--- src/rtl/serv_seq.sv ---
// serv_seq: W-bit-per-cycle sequencer for the bit-serial core.
// It owns instruction fetch, register-file read requests and the bit-position
// counter. It also runs the init/final two-pass sequencing, the data-bus and
// shift waits, and trap entry (misalignment or timer interrupt).
// Optional build macro: SERV_SEQ_MDU_EN adds an MDU handshake
// (i_mdu_op / o_mdu_valid / i_mdu_ready) and an MDU wait state.
module serv_seq #(
   parameter int W = 1
) (
   input  logic       clk,
   input  logic       i_rst_n,
   input  logic       i_ibus_ack,
   output logic       o_ibus_cyc,
   input  logic       i_two_stage,
   input  logic       i_mem_op,
   input  logic       i_shift_op,
   input  logic       i_sh_done,
   input  logic       i_misalign,
   input  logic       i_timer_irq,
   input  logic       i_timer_irq_en,
   output logic       o_rf_rreq,
   input  logic       i_rf_ready,
   output logic       o_dbus_cyc,
   input  logic       i_dbus_ack,
   output logic [4:0] o_cnt,
   output logic       o_cnt_en,
   output logic       o_init,
   output logic       o_cnt_done,
   output logic       o_ctrl_pc_en,
`ifdef SERV_SEQ_MDU_EN
   input  logic       i_mdu_op,
   output logic       o_mdu_valid,
   input  logic       i_mdu_ready,
`endif
   output logic       o_trap
);

   generate
      if (!(W == 1 || W == 2 || W == 4 || W == 8 || W == 16)) begin : g_bad_w
         $error("serv_seq: W must be one of 1, 2, 4, 8, 16");
      end
   endgenerate

   localparam logic [4:0] LP_STEP = 5'(W);
   localparam logic [4:0] LP_LAST = 5'(32 - W);

   typedef enum logic [2:0] {
      ST_FETCH  = 3'd0,
      ST_RFWAIT = 3'd1,
      ST_RUN    = 3'd2,
      ST_MEM    = 3'd3,
      ST_SHIFT  = 3'd4
`ifdef SERV_SEQ_MDU_EN
      ,
      ST_MDU    = 3'd5
`endif
   } state_t;

   state_t     r_state;
   state_t     w_state_nxt;
   logic [4:0] r_cnt;
   logic [4:0] w_cnt_nxt;
   logic       r_trap;
   logic       w_trap_nxt;
   logic       r_final;      // init pass of this instruction already done
   logic       w_final_nxt;
   logic       r_init;
   logic       w_init_nxt;
   logic       w_rreq_nxt;

   logic       r_ibus_cyc;
   logic       r_dbus_cyc;
   logic       r_rreq;
   logic       r_cnt_en;
   logic       r_cnt_done;
   logic       r_pc_arm;     // last cycle of a final pass
`ifdef SERV_SEQ_MDU_EN
   logic       r_mdu_valid;
`endif

   // State register of the sequencing FSM.
   always_ff @(posedge clk or negedge i_rst_n) begin
      if (!i_rst_n) begin
         r_state <= ST_FETCH;
      end else begin
         r_state <= w_state_nxt;
      end
   end

   // Next-state logic plus the counter, trap, pass and read-request updates.
   always_comb begin
      w_state_nxt = r_state;
      w_cnt_nxt   = r_cnt;
      w_trap_nxt  = r_trap;
      w_final_nxt = r_final;
      w_init_nxt  = r_init;
      w_rreq_nxt  = 1'b0;
      case (r_state)
         ST_FETCH: begin
            // An ack is only meaningful while the fetch request is on the bus.
            if (i_ibus_ack && r_ibus_cyc) begin
               w_trap_nxt  = i_timer_irq & i_timer_irq_en;
               w_final_nxt = 1'b0;
               w_rreq_nxt  = 1'b1;
               w_state_nxt = ST_RFWAIT;
            end else begin
               w_state_nxt = ST_FETCH;
            end
         end
         ST_RFWAIT: begin
            if (i_rf_ready) begin
               w_cnt_nxt   = 5'd0;
               w_init_nxt  = i_two_stage & ~r_trap & ~r_final;
               w_state_nxt = ST_RUN;
            end else begin
               w_state_nxt = ST_RFWAIT;
            end
         end
         ST_RUN: begin
            w_cnt_nxt = r_cnt + LP_STEP;
            if (r_cnt_done) begin
               if (r_init) begin
                  w_final_nxt = 1'b1;
                  if (i_misalign) begin
                     w_trap_nxt  = 1'b1;
                     w_rreq_nxt  = 1'b1;
                     w_state_nxt = ST_RFWAIT;
`ifdef SERV_SEQ_MDU_EN
                  end else if (i_mdu_op) begin
                     w_state_nxt = ST_MDU;
`endif
                  end else if (i_mem_op) begin
                     w_state_nxt = ST_MEM;
                  end else if (i_shift_op) begin
                     w_state_nxt = ST_SHIFT;
                  end else begin
                     w_rreq_nxt  = 1'b1;
                     w_state_nxt = ST_RFWAIT;
                  end
               end else if (i_misalign && !r_trap) begin
                  // Bad jump/branch target: rerun as a trap-entry pass.
                  w_trap_nxt  = 1'b1;
                  w_rreq_nxt  = 1'b1;
                  w_state_nxt = ST_RFWAIT;
               end else begin
                  w_trap_nxt  = 1'b0;
                  w_init_nxt  = 1'b0;
                  w_state_nxt = ST_FETCH;
               end
            end else begin
               w_state_nxt = ST_RUN;
            end
         end
         ST_MEM: begin
            if (i_dbus_ack && r_dbus_cyc) begin
               w_rreq_nxt  = 1'b1;
               w_state_nxt = ST_RFWAIT;
            end else begin
               w_state_nxt = ST_MEM;
            end
         end
         ST_SHIFT: begin
            if (i_sh_done) begin
               w_rreq_nxt  = 1'b1;
               w_state_nxt = ST_RFWAIT;
            end else begin
               w_state_nxt = ST_SHIFT;
            end
         end
`ifdef SERV_SEQ_MDU_EN
         ST_MDU: begin
            if (i_mdu_ready) begin
               w_rreq_nxt  = 1'b1;
               w_state_nxt = ST_RFWAIT;
            end else begin
               w_state_nxt = ST_MDU;
            end
         end
`endif
         default: begin
            // Unreachable encoding: recover by refetching from a clean state.
            w_cnt_nxt   = 5'd0;
            w_trap_nxt  = 1'b0;
            w_final_nxt = 1'b0;
            w_init_nxt  = 1'b0;
            w_state_nxt = ST_FETCH;
         end
      endcase
   end

   // Bit counter, trap flag and pass-tracking registers.
   always_ff @(posedge clk or negedge i_rst_n) begin
      if (!i_rst_n) begin
         r_cnt   <= 5'd0;
         r_trap  <= 1'b0;
         r_final <= 1'b0;
         r_init  <= 1'b0;
      end else begin
         r_cnt   <= w_cnt_nxt;
         r_trap  <= w_trap_nxt;
         r_final <= w_final_nxt;
         r_init  <= w_init_nxt;
      end
   end

   // Registered handshake and datapath-control outputs, decoded from the next state.
   always_ff @(posedge clk or negedge i_rst_n) begin
      if (!i_rst_n) begin
         r_ibus_cyc  <= 1'b0;
         r_dbus_cyc  <= 1'b0;
         r_rreq      <= 1'b0;
         r_cnt_en    <= 1'b0;
         r_cnt_done  <= 1'b0;
         r_pc_arm    <= 1'b0;
`ifdef SERV_SEQ_MDU_EN
         r_mdu_valid <= 1'b0;
`endif
      end else begin
         r_ibus_cyc  <= (w_state_nxt == ST_FETCH);
         r_dbus_cyc  <= (w_state_nxt == ST_MEM);
         r_rreq      <= w_rreq_nxt;
         r_cnt_en    <= (w_state_nxt == ST_RUN);
         r_cnt_done  <= (w_state_nxt == ST_RUN) && (w_cnt_nxt == LP_LAST);
         r_pc_arm    <= (w_state_nxt == ST_RUN) && (w_cnt_nxt == LP_LAST) && !w_init_nxt;
`ifdef SERV_SEQ_MDU_EN
         r_mdu_valid <= (w_state_nxt == ST_MDU);
`endif
      end
   end

   assign o_ibus_cyc = r_ibus_cyc;
   assign o_dbus_cyc = r_dbus_cyc;
   assign o_rf_rreq  = r_rreq;
   assign o_cnt      = r_cnt;
   assign o_cnt_en   = r_cnt_en;
   assign o_init     = r_init;
   assign o_cnt_done = r_cnt_done;
   assign o_trap     = r_trap;
   // i_misalign only becomes valid in the cnt_done cycle itself, so the PC
   // write of a non-trap pass with a bad target must be vetoed combinationally.
   assign o_ctrl_pc_en = r_pc_arm & ~(i_misalign & ~r_trap);
`ifdef SERV_SEQ_MDU_EN
   assign o_mdu_valid = r_mdu_valid;
`endif

endmodule
--- config.mk ---
export PLATFORM = sky130hd
export DESIGN_NAME = serv_seq
export DESIGN_NICKNAME = d
export VERILOG_FILES = /design/src/rtl/serv_seq.sv
export SDC_FILE = /design/constraint.sdc
export NUM_CORES = 1
export LEC_CHECK = 0
export CAP_MARGIN = 10
export CORE_AREA = 2 2 47 49
export DETAILED_ROUTE_END_ITERATION = 16
export DIE_AREA = 0 0 49 51
export GPL_ROUTABILITY_DRIVEN = 0
export HOLD_SLACK_MARGIN = 0.02
export PLACE_DENSITY = 0.76
export SYNTH_ARGS = -nofsm -noshare
export SYNTH_HDL_FRONTEND = slang
export SYNTH_SLANG_ARGS = --single-unit
--- constraint.sdc ---
create_clock -name clk -period 4.1 [get_ports clk]
set_clock_uncertainty 0.05 [all_clocks]
set_input_delay 0.82 -clock clk [delete_from_list [all_inputs] [get_ports clk]]
set_output_delay 0.82 -clock clk [all_outputs]
set_load 0.005 [all_outputs]
# After elaboration in Yosys (flattened, before gate mapping)

Index checks and enable logic that the tools add are counted.

Flip-flop bits (word level): 17
Output and inout port bits: 13
Word-level logic and storage cells: 81

Add/subtract/negate cells: 1
Equality and inequality tests: 11
Multiplexer cells: 36
Bitwise gates (word level): 9
Reductions and logical operators: 13

Operator list:

| kind                  | number |
|---|---|
| $mux W1               | 21 |
| $mux W3               | 6 |
| $pmux W3 S5           | 1 |
| $pmux W5 S3           | 1 |
| $eq A3 B2 Y1 const B  | 4 |
| $pmux W1 S3           | 3 |
| $reduce_and A4 Y1     | 2 |
| $logic_not A3 Y1      | 2 |
| $ne A2 B2 Y1 const B  | 3 |
| $reduce_or A3 Y1      | 2 |
| $add A5 B1 Y5 const B | 1 |
| $and A1 B1 Y1         | 5 |
| $eq A5 B5 Y1 const B  | 1 |
| $logic_and A1 B1 Y1   | 5 |
| $mux W5               | 1 |
| $mux W2               | 2 |
| $not A1 Y1            | 4 |
| $pmux W1 S4           | 1 |
| $eq A3 B1 Y1 const B  | 1 |
| $eq A3 B3 Y1 const B  | 1 |
| $ne A3 B3 Y1 const B  | 1 |
| $logic_not A1 Y1      | 2 |

# Longest topological paths before layout

Gate-level depths: netlist of the first run.

Depth in word-level cells: 9
Gate-level depth with buffers: 6
Depth with buffers taken out: 6

# Worst setup path after synthesis of the first run

OpenSTA, ideal clock, no wires.

Kind: input to output
Start point: input i_misalign
End point: output o_ctrl_pc_en
Data arrival time: 1.079 ns
Data required time: 3.230 ns
Setup slack: 2.151 ns
Stages on the path: 2
Path buffers: 0
Cells stage by stage: nor2b_1 > nor2b_1

Cells in the longest elaborated chain, start to end: 3

Ends and longest elaborated chain:

| element         | RTL line | RTL |
|---|---|---|
| start, declared | 18       | `input logic i_misalign,` |
| $and A1 B1 Y1   | 241      | `assign o_ctrl_pc_en = r_pc_arm & ~(i_misalign & ~r_trap);` |
| $not A1 Y1      | 241      |  |
| $and A1 B1 Y1   | 241      |  |
| end, declared   | 29       | `output logic o_ctrl_pc_en,` |

Every way passes these cells.

# Worst setup path after layout of the first run

Ends and elaborated chain as after synthesis.

==> metrics.csv, run 1 <==
metric,value,unit
CTS tree,built,
CTS Buf Count,3,
DP HPWL,1530,um
synthesized area,939.7,sq um
Setup crit start,i_misalign,
post-route ant nets,0,
Netlist cell types,38,
Worst R2R Path Depth,5,
pin count of the biggest net entering global routing,18,
crit path launch type,primary input,
DR pass1 iterations,4,
Starting Density,45.54,%
Fin Setup TNS,0,ns
r2r setup slk,2.10,ns
Post-Synthesis Cells,99,
final setup fails,0,
Total Nets Final,138,
clock root cell,clkbuf_4,
gr usage total,18.58,%
Area after DPL,1200,sq um
Worst-Skew Late Latency,0.29,ns
critical-path maximum fanout,3,
Peak VDD IR,0.3489,mV
Post-CTS Setup Inserts,0,
"Area growth, synth to finish",30.63,%
first-pass GRT wire length,3560,um
share of cells above drive strength 1,8.065,%
vias in the first global route,789,
mux cell area share after synthesis,0,%
Post-Synth XOR/XNOR Area,1.864,%
boundary pin count,25,
critical path endpoint,o_ctrl_pc_en,
Die H,51,um
Worst Setup End Kind,output pin,
Inst Count DP,148,
Power per Cell Area,603.2,nW/um^2
CTS resizes,0,
Synth area leader,dfrtp_1,
worst slack at placement,1.205,ns
Compound-Gate Fraction of Synth Area,20.51,%
largest family of logic cells by synthesized area,simple AND/OR/NAND/NOR gates,
core area,2063,sq um
Pleak,0.4925,nW
initial DRC count,33,
Final Hold Vio Count,0,
most frequent cells in the layout,"clkdlybuf4s50_1, dfrtp_1, nand2_1, a21oi_1, o21ai_0",
Worst Max-Slew Pin Slew,0.7519,ns
antenna cells,0,
critical path class,in2out,
FF-to-FF End,o_cnt_done$_DFF_PN0_,
post-route setup slack,1.200,ns
sequential area share after synthesis,45.27,%
WHS,0.4940,ns
max reg flops,5,
CTS Buffer Depth,2,
via count,846,
"Slew Viols, Final",0,
"most common cell after layout, fill and taps aside",clkdlybuf4s50_1,
total of max-cap violations,0,
RSZ-0062 raised after global routing,no,
Hold WC Path Type,reg2reg,
reg2reg start,r_state[1]$_DFF_PN0_,
Yosys warning count,0,
Finished Layout Cells,152,
Num Clock Sinks,17,
Adder-Cell Fraction of Synth Area,1.332,%
Worst EP arrival,2.03,ns
part of the cycle the worst path needs,70.74,%
post-DR wirelength/cell,13.64,um
Synth area leaders,"dfrtp_1, nand2_1, a21oi_1",
synthesis-stage register bit count,17,
Fmax,344.8,MHz
Hold Buf Count CTS,0,
Die Wd,49,um
GRT overflow,0,
data required time of the critical path,3.23,ns
Synth top area share,45.27,%
Post-Syn Nets,112,
Final Critical Period,2.900,ns
I/O Buffers,24,
post-synthesis average cell area,9.491,sq um
simple-gate portion of the synthesized area,28.63,%
finished layout cell area,1227,sq um
status,"finished, final reports clean",
clock-pin slew on the worst setup and hold paths,0.09,ns
Die Area,2499,sq um
site row count,17,
initial antenna violation count,0,
slew margin rel.,49.72,%
H-tree depth,1,
total wire length,2073,um
DR vias/cell,5.566,
DRC viols,0,
==> per-layer routing <==
| metal | part of all wire [%] | vias to the layer above | track usage [%] |
|---|---|---|---|
| li1 | - | 410 | - |
| met1 | 48 | 404 | 25.52 |
| met2 | 46 | 28 | 28.77 |
| met3 | 4.1 | 4 | 2.339 |
| met4 | 1.6 | 0 | 10.00 |
| met5 | 0 | - | 0 |
==> power by group <==
part / internal, mW / switching, mW
clock network: 0.0363 / 0.0523
registers: 0.224 / 0.0824
logic: 0.184 / 0.162
==> synthesized netlist by cell type, drive strengths merged <==
library cell / n
or4: 1
nand2b: 4
nor4: 2
a21oi: 9
or3b: 1
and2: 1
nor2b: 5
nor2: 5
xor2: 2
buf: 3
nand4b: 3
dfrtp: 17
a21boi: 1
nand2: 13
o2bb2ai: 1
and3b: 1
inv: 2
o21ai: 9
o22ai: 2
nand4: 1
a21o: 1
nor3b: 2
o211ai: 2
o21a: 1
o311ai: 1
nand3b: 1
nor4b: 1
a32o: 1
ha: 1
o32a: 1
nor3: 3
nand3: 1
==> final cells by class <==
type	count	area [sq um]
tap	28	35.03
inverter	2	7.507
timing repair buffer	24	240.2
fill	181	835.8
clock buffer	3	22.52
sequential	17	425.4
clock inverter	1	5.005
multi-input combinational	77	491.7
==> cells by family after synthesis <==
| family | Yosys count |
|---|---|
| fa+ha+maj | 1 |
| simple gates | 45 |
| compound gates | 29 |
| flops | 17 |
| buf+inv | 5 |
| xor+xnor | 2 |
==> worst max-delay path: stages <==
cell and delay (ns):
clkdlybuf4s50_1 0.47, nor2b_1 0.22, nor2b_1 0.07, clkdlybuf4s50_1 0.44
==> stage by stage <==
step	power (mW)	utilization, %
after floorplan	0.5028	-
after global placement	0.6402	58.16
after detailed placement	0.6501	58.16
after CTS	0.7423	59.49
after global routing	0.8015	59.49
final	0.7404	59.49
==> worst min-delay path by stage <==
stage / start / depth (start not counted) / slack (ns) / to
after CTS: r_final$_DFFE_PN0P_ / 2 / 0.50 / r_final$_DFFE_PN0P_
after global placement: r_final$_DFFE_PN0P_ / 2 / 0.46 / r_final$_DFFE_PN0P_
after floorplan: r_final$_DFFE_PN0P_ / 2 / 0.44 / r_final$_DFFE_PN0P_
after detailed placement: r_final$_DFFE_PN0P_ / 2 / 0.47 / r_final$_DFFE_PN0P_
after global routing: r_final$_DFFE_PN0P_ / 2 / 0.52 / r_final$_DFFE_PN0P_
final: r_final$_DFFE_PN0P_ / 2 / 0.49 / r_final$_DFFE_PN0P_
No activity file was read; power rests on OpenSTA's default activity.
==> run 2: changes to the inputs <==
- CORE_AREA: 2 2 47 49 -> 2 2 48 50
- DIE_AREA: 0 0 49 51 -> 0 0 50 52
- PLACE_DENSITY: 0.76 -> 0.74
- clock period: 4.1 -> 2.8 ns (I/O delays scaled with it)
==> metrics.csv, run 2 (synthesized netlist as in run 1, its figures left out) <==
metric,value,unit
Final Critical Period,2.378,ns
Switching Share,39.82,%
CP peak stage delay,0.48,ns
data required time of the critical path,2.19,ns
antenna cells,0,
clock power share,12.1,%
Final Hold Vio Count,0,
core area,2106,sq um
max layer used,met4,
initial antenna violation count,0,
part of the cycle the worst path needs,84.91,%
total of max-cap violations,0,
wire length on met3,97,um
CTS Buf Count,3,
DP HPWL,1552,um
area of the multi-input gates,491.7,sq um
Metal-1 WL,994,um
status,"finished, final reports clean",
post-route setup slack,0.4224,ns
Filler Cell Count,176,
combinational share of power,46.3,%
r2r setup slk,0.84,ns
Reg area,425.4,sq um
final setup fails,0,
Worst Max-Slew Pin Slew,0.7369,ns
critical-path cell list,"clkdlybuf4s50_1, nor2b_1, nor2b_1, clkdlybuf4s50_1",
via count,823,
CTS tree,built,
total wire length,2085,um
slew margin rel.,50.72,%
share of cells above drive strength 1,7.258,%
critical-path maximum fanout,3,
max reg flops,5,
CTS Buffer Depth,2,
WHS,0.5080,ns
clock-pin slew on the worst setup and hold paths,0.09,ns
DRC viols,0,
RSZ-0062 raised after global routing,no,
Post-CTS Setup Inserts,0,
Top Family by Delay on Critical Path,buffers and inverters,
"most common cell after layout, fill and taps aside",clkdlybuf4s50_1,
met2 wire len,963,um
Die Area,2600,sq um
GRT overflow,0,
Fmax,420.6,MHz
first-pass GRT wire length,3498,um
Worst-Skew Late Latency,0.29,ns
critical path's slowest cell,clkdlybuf4s50_1,
Starting Density,44.62,%
critical path class,in2out,
Total Nets Final,138,
I/O Buffers,24,
gr usage total,18.05,%
initial DRC count,30,
pin count of the biggest net entering global routing,18,
"Slew Viols, Final",0,
DR vias/cell,5.414,
most frequent cells in the layout,"clkdlybuf4s50_1, dfrtp_1, nand2_1, a21oi_1, o21ai_0",
post-DR wirelength/cell,13.72,um
worst slack at placement,0.4177,ns
Reg power frac,41.6,%
Hold Buf Count CTS,0,
Fin Setup TNS,0,ns
crit path launch type,primary input,
Pint,0.6519,mW
Overall Power,1.083,mW
Peak VDD IR,0.6203,mV
Worst EP arrival,1.77,ns
H-tree depth,1,
site row count,17,
Die Wd,50,um
clock root cell,clkbuf_4,
DR pass1 iterations,4,
vias in the first global route,762,
Hold WC Path Type,reg2reg,
"Area growth, synth to finish",30.49,%
Worst Setup End Kind,output pin,
post-route ant nets,0,
P_sw,0.4314,mW
CP Buf/Inv Count,2,
boundary pin count,25,
CTS resizes,0,
Num Clock Sinks,17,
Power per Cell Area,883.4,nW/um^2
Pleak,0.4897,nW
Die H,52,um
run 2: cell count changes in the layout (fill, tap and decap cells not counted), sizes merged:
cell / before / now
clkbuf: 3 / 4
clkinv: 1 / 0
run 2: path summary, 6_finish.rpt:
path	start	to	cells past startpoint
max	i_misalign	o_ctrl_pc_en	4
min	r_final$_DFFE_PN0P_	r_final$_DFFE_PN0P_	2
max reg2reg	r_state[1]$_DFF_PN0_	o_cnt_done$_DFF_PN0_	5
min reg2reg	r_final$_DFFE_PN0P_	r_final$_DFFE_PN0P_	2
max in group asynchronous	i_rst_n	r_pc_arm$_DFF_PN0_	1
min in group asynchronous	i_rst_n	o_cnt_en$_DFF_PN0_	1
run 2: power groups by stage:
stage / logic (mW) / clock network, mW / registers [mW]
final: 0.502 / 0.131 / 0.451
after CTS: 0.504 / 0.136 / 0.450
after detailed placement: 0.501 / 0 / 0.455
after floorplan: 0.323 / 0 / 0.413
after global routing: 0.559 / 0.148 / 0.466
after global placement: 0.495 / 0 / 0.448
run 2: final cells by class:
type	instances	area share [%]
Multi-Input combinational cell	77	40.10
Sequential cell	17	34.69
Timing Repair Buffer	24	19.59
Tap cell	28	2.857
Clock buffer	4	2.143
Inverter	2	0.6122
run 2: metrics by stage:
stage	utilization, %	instance area, sq um	cells
floorplan	-	939.7	99
global placement	56.98	1200	148
detailed placement	56.98	1200	148
CTS	58.23	1226	152
global route	58.23	1226	152
finish	58.23	1226	152
run 2: metal layers:
| metal | global-route usage, % | vias to the layer above |
|---|---|---|
| li1 | - | 412 |
| met1 | 24.77 | 385 |
| met2 | 27.85 | 22 |
| met3 | 2.874 | 4 |
| met4 | 8.333 | 0 |
| met5 | 0 | - |
run 2: worst register-to-register path: cells and delay by family, from the launching register on:
family          cells  cell delay (ns)
flops               1             0.65
compound gates      2             0.48
simple gates        3             0.66
==> run 3: changes to the inputs <==
- clock period: 2.8 -> 2.3 ns (I/O delays scaled with it)
==> metrics.csv, run 3 (synthesized netlist as in run 1, its figures left out) <==
metric,value,unit
H-tree depth,1,
boundary pin count,25,
DR pass1 iterations,4,
site row count,17,
Final Hold Vio Count,0,
CTS resizes,0,
finished layout cell area,1249,sq um
Die Wd,50,um
RSZ-0062 raised after global routing,no,
Num Clock Sinks,17,
Hold Buf Count CTS,0,
post-DR wirelength/cell,14.19,um
clock root cell,clkbuf_4,
"Slew Viols, Final",0,
crit path launch type,primary input,
vias in the first global route,876,
CTS tree,built,
total wire length,2199,um
gr usage total,20.17,%
DP HPWL,1626,um
post-route setup slack,0.1064,ns
Hold WC Path Type,in2async,
Power per Cell Area,1074,nW/um^2
part of the cycle the worst path needs,95.37,%
Die H,52,um
most frequent cells in the layout,"clkdlybuf4s50_1, dfrtp_1, nand2_1, a21oi_1, o21ai_0",
clock-pin slew on the worst setup and hold paths,0.10,ns
critical path class,in2out,
worst slack at placement,0.1026,ns
initial antenna violation count,0,
Worst Max-Slew Pin Slew,0.5115,ns
Final Critical Period,2.194,ns
status,"finished, final reports clean",
Inst Count DP,151,
total of max-cap violations,0,
Finished Layout Cells,155,
Fmax,455.9,MHz
CTS Buffer Depth,2,
Peak VDD IR,0.6721,mV
Fin Setup TNS,0,ns
max reg flops,5,
share of cells above drive strength 1,9.449,%
data required time of the critical path,1.79,ns
Worst-Skew Late Latency,0.28,ns
slew margin rel.,65.90,%
first-pass GRT wire length,3905,um
DR vias/cell,5.419,
antenna cells,0,
DRC viols,0,
Area after DPL,1222,sq um
critical-path maximum fanout,3,
final setup fails,0,
Worst Setup End Kind,output pin,
I/O Buffers,24,
via count,840,
post-route ant nets,0,
Worst EP arrival,1.68,ns
Pleak,0.5047,nW
GRT overflow,0,
Die Area,2600,sq um
Total Nets Final,141,
CTS Buf Count,3,
Post-CTS Setup Inserts,0,
"Area growth, synth to finish",32.89,%
"most common cell after layout, fill and taps aside",clkdlybuf4s50_1,
initial DRC count,14,
pin count of the biggest net entering global routing,18,
core area,2106,sq um
Starting Density,44.62,%
Filler Cell Count,188,
-- run 3: cell types whose count changed in the layout (fill, tap and decap cells not counted), sizes merged --
cell  delta
buf      +3
-- run 3: where the power goes --
group	internal (mW)	switching, mW	total, mW	leakage [nW]
logic	0.345	0.290	0.635	0.268
registers	0.400	0.151	0.551	0.222
clock network	0.0673	0.0886	0.156	0.0150
total	0.812	0.530	1.34	0.505
-- run 3: cell type report --
cell class / instances / area, sq um / area share, %
clock buffers: 4 / 26.28 / 2.104
inverters: 2 / 7.507 / 0.6012
multi-input cells: 77 / 491.7 / 39.38
flip-flops and latches: 17 / 425.4 / 34.07
well taps: 28 / 35.03 / 2.806
repair buffers: 27 / 262.8 / 21.04
-- run 3: worst max-delay path, cell delays in order --
cell             delay [ns]
clkdlybuf4s50_1        0.47
nor2b_1                0.24
nor2b_1                0.08
clkdlybuf4s50_1        0.44
-- run 3: final timing paths --
kind                                      startpoint                   end  slack [ns]  cells after the start
worst max-delay path                      i_misalign          o_ctrl_pc_en        0.11                      4
worst min-delay path                         i_rst_n    o_cnt[4]$_DFF_PN0_        0.44                      2
worst max register to register  r_state[1]$_DFF_PN0_  o_cnt_done$_DFF_PN0_        0.39                      5
worst min register to register   r_final$_DFFE_PN0P_   r_final$_DFFE_PN0P_        0.51                      2
max in group asynchronous                    i_rst_n    o_cnt[0]$_DFF_PN0_        1.57                      2
min in group clk                 r_final$_DFFE_PN0P_   r_final$_DFFE_PN0P_        0.51                      2
-- run 3: through the flow --
stage | utilization (%) | total power, mW | hold WS [ns]
final | 59.30 | 1.342 | 0.4362
after global routing | 59.30 | 1.455 | 0.4784
after floorplan | - | 0.8962 | 0.1144
after global placement | 58.05 | 1.170 | 0.4668
after CTS | 59.30 | 1.352 | 0.4326
after detailed placement | 58.05 | 1.187 | 0.4790
-- run 3: layer usage --
| layer | track usage, % | up-vias | part of all wire (%) |
|---|---|---|---|
| met3 | 2.874 | 2 | 3.5 |
| met2 | 35.75 | 19 | 49 |
| met5 | 0 | - | 0 |
| met1 | 24.45 | 398 | 46 |
| met4 | 8.333 | 0 | 0.77 |
| li1 | - | 421 | - |
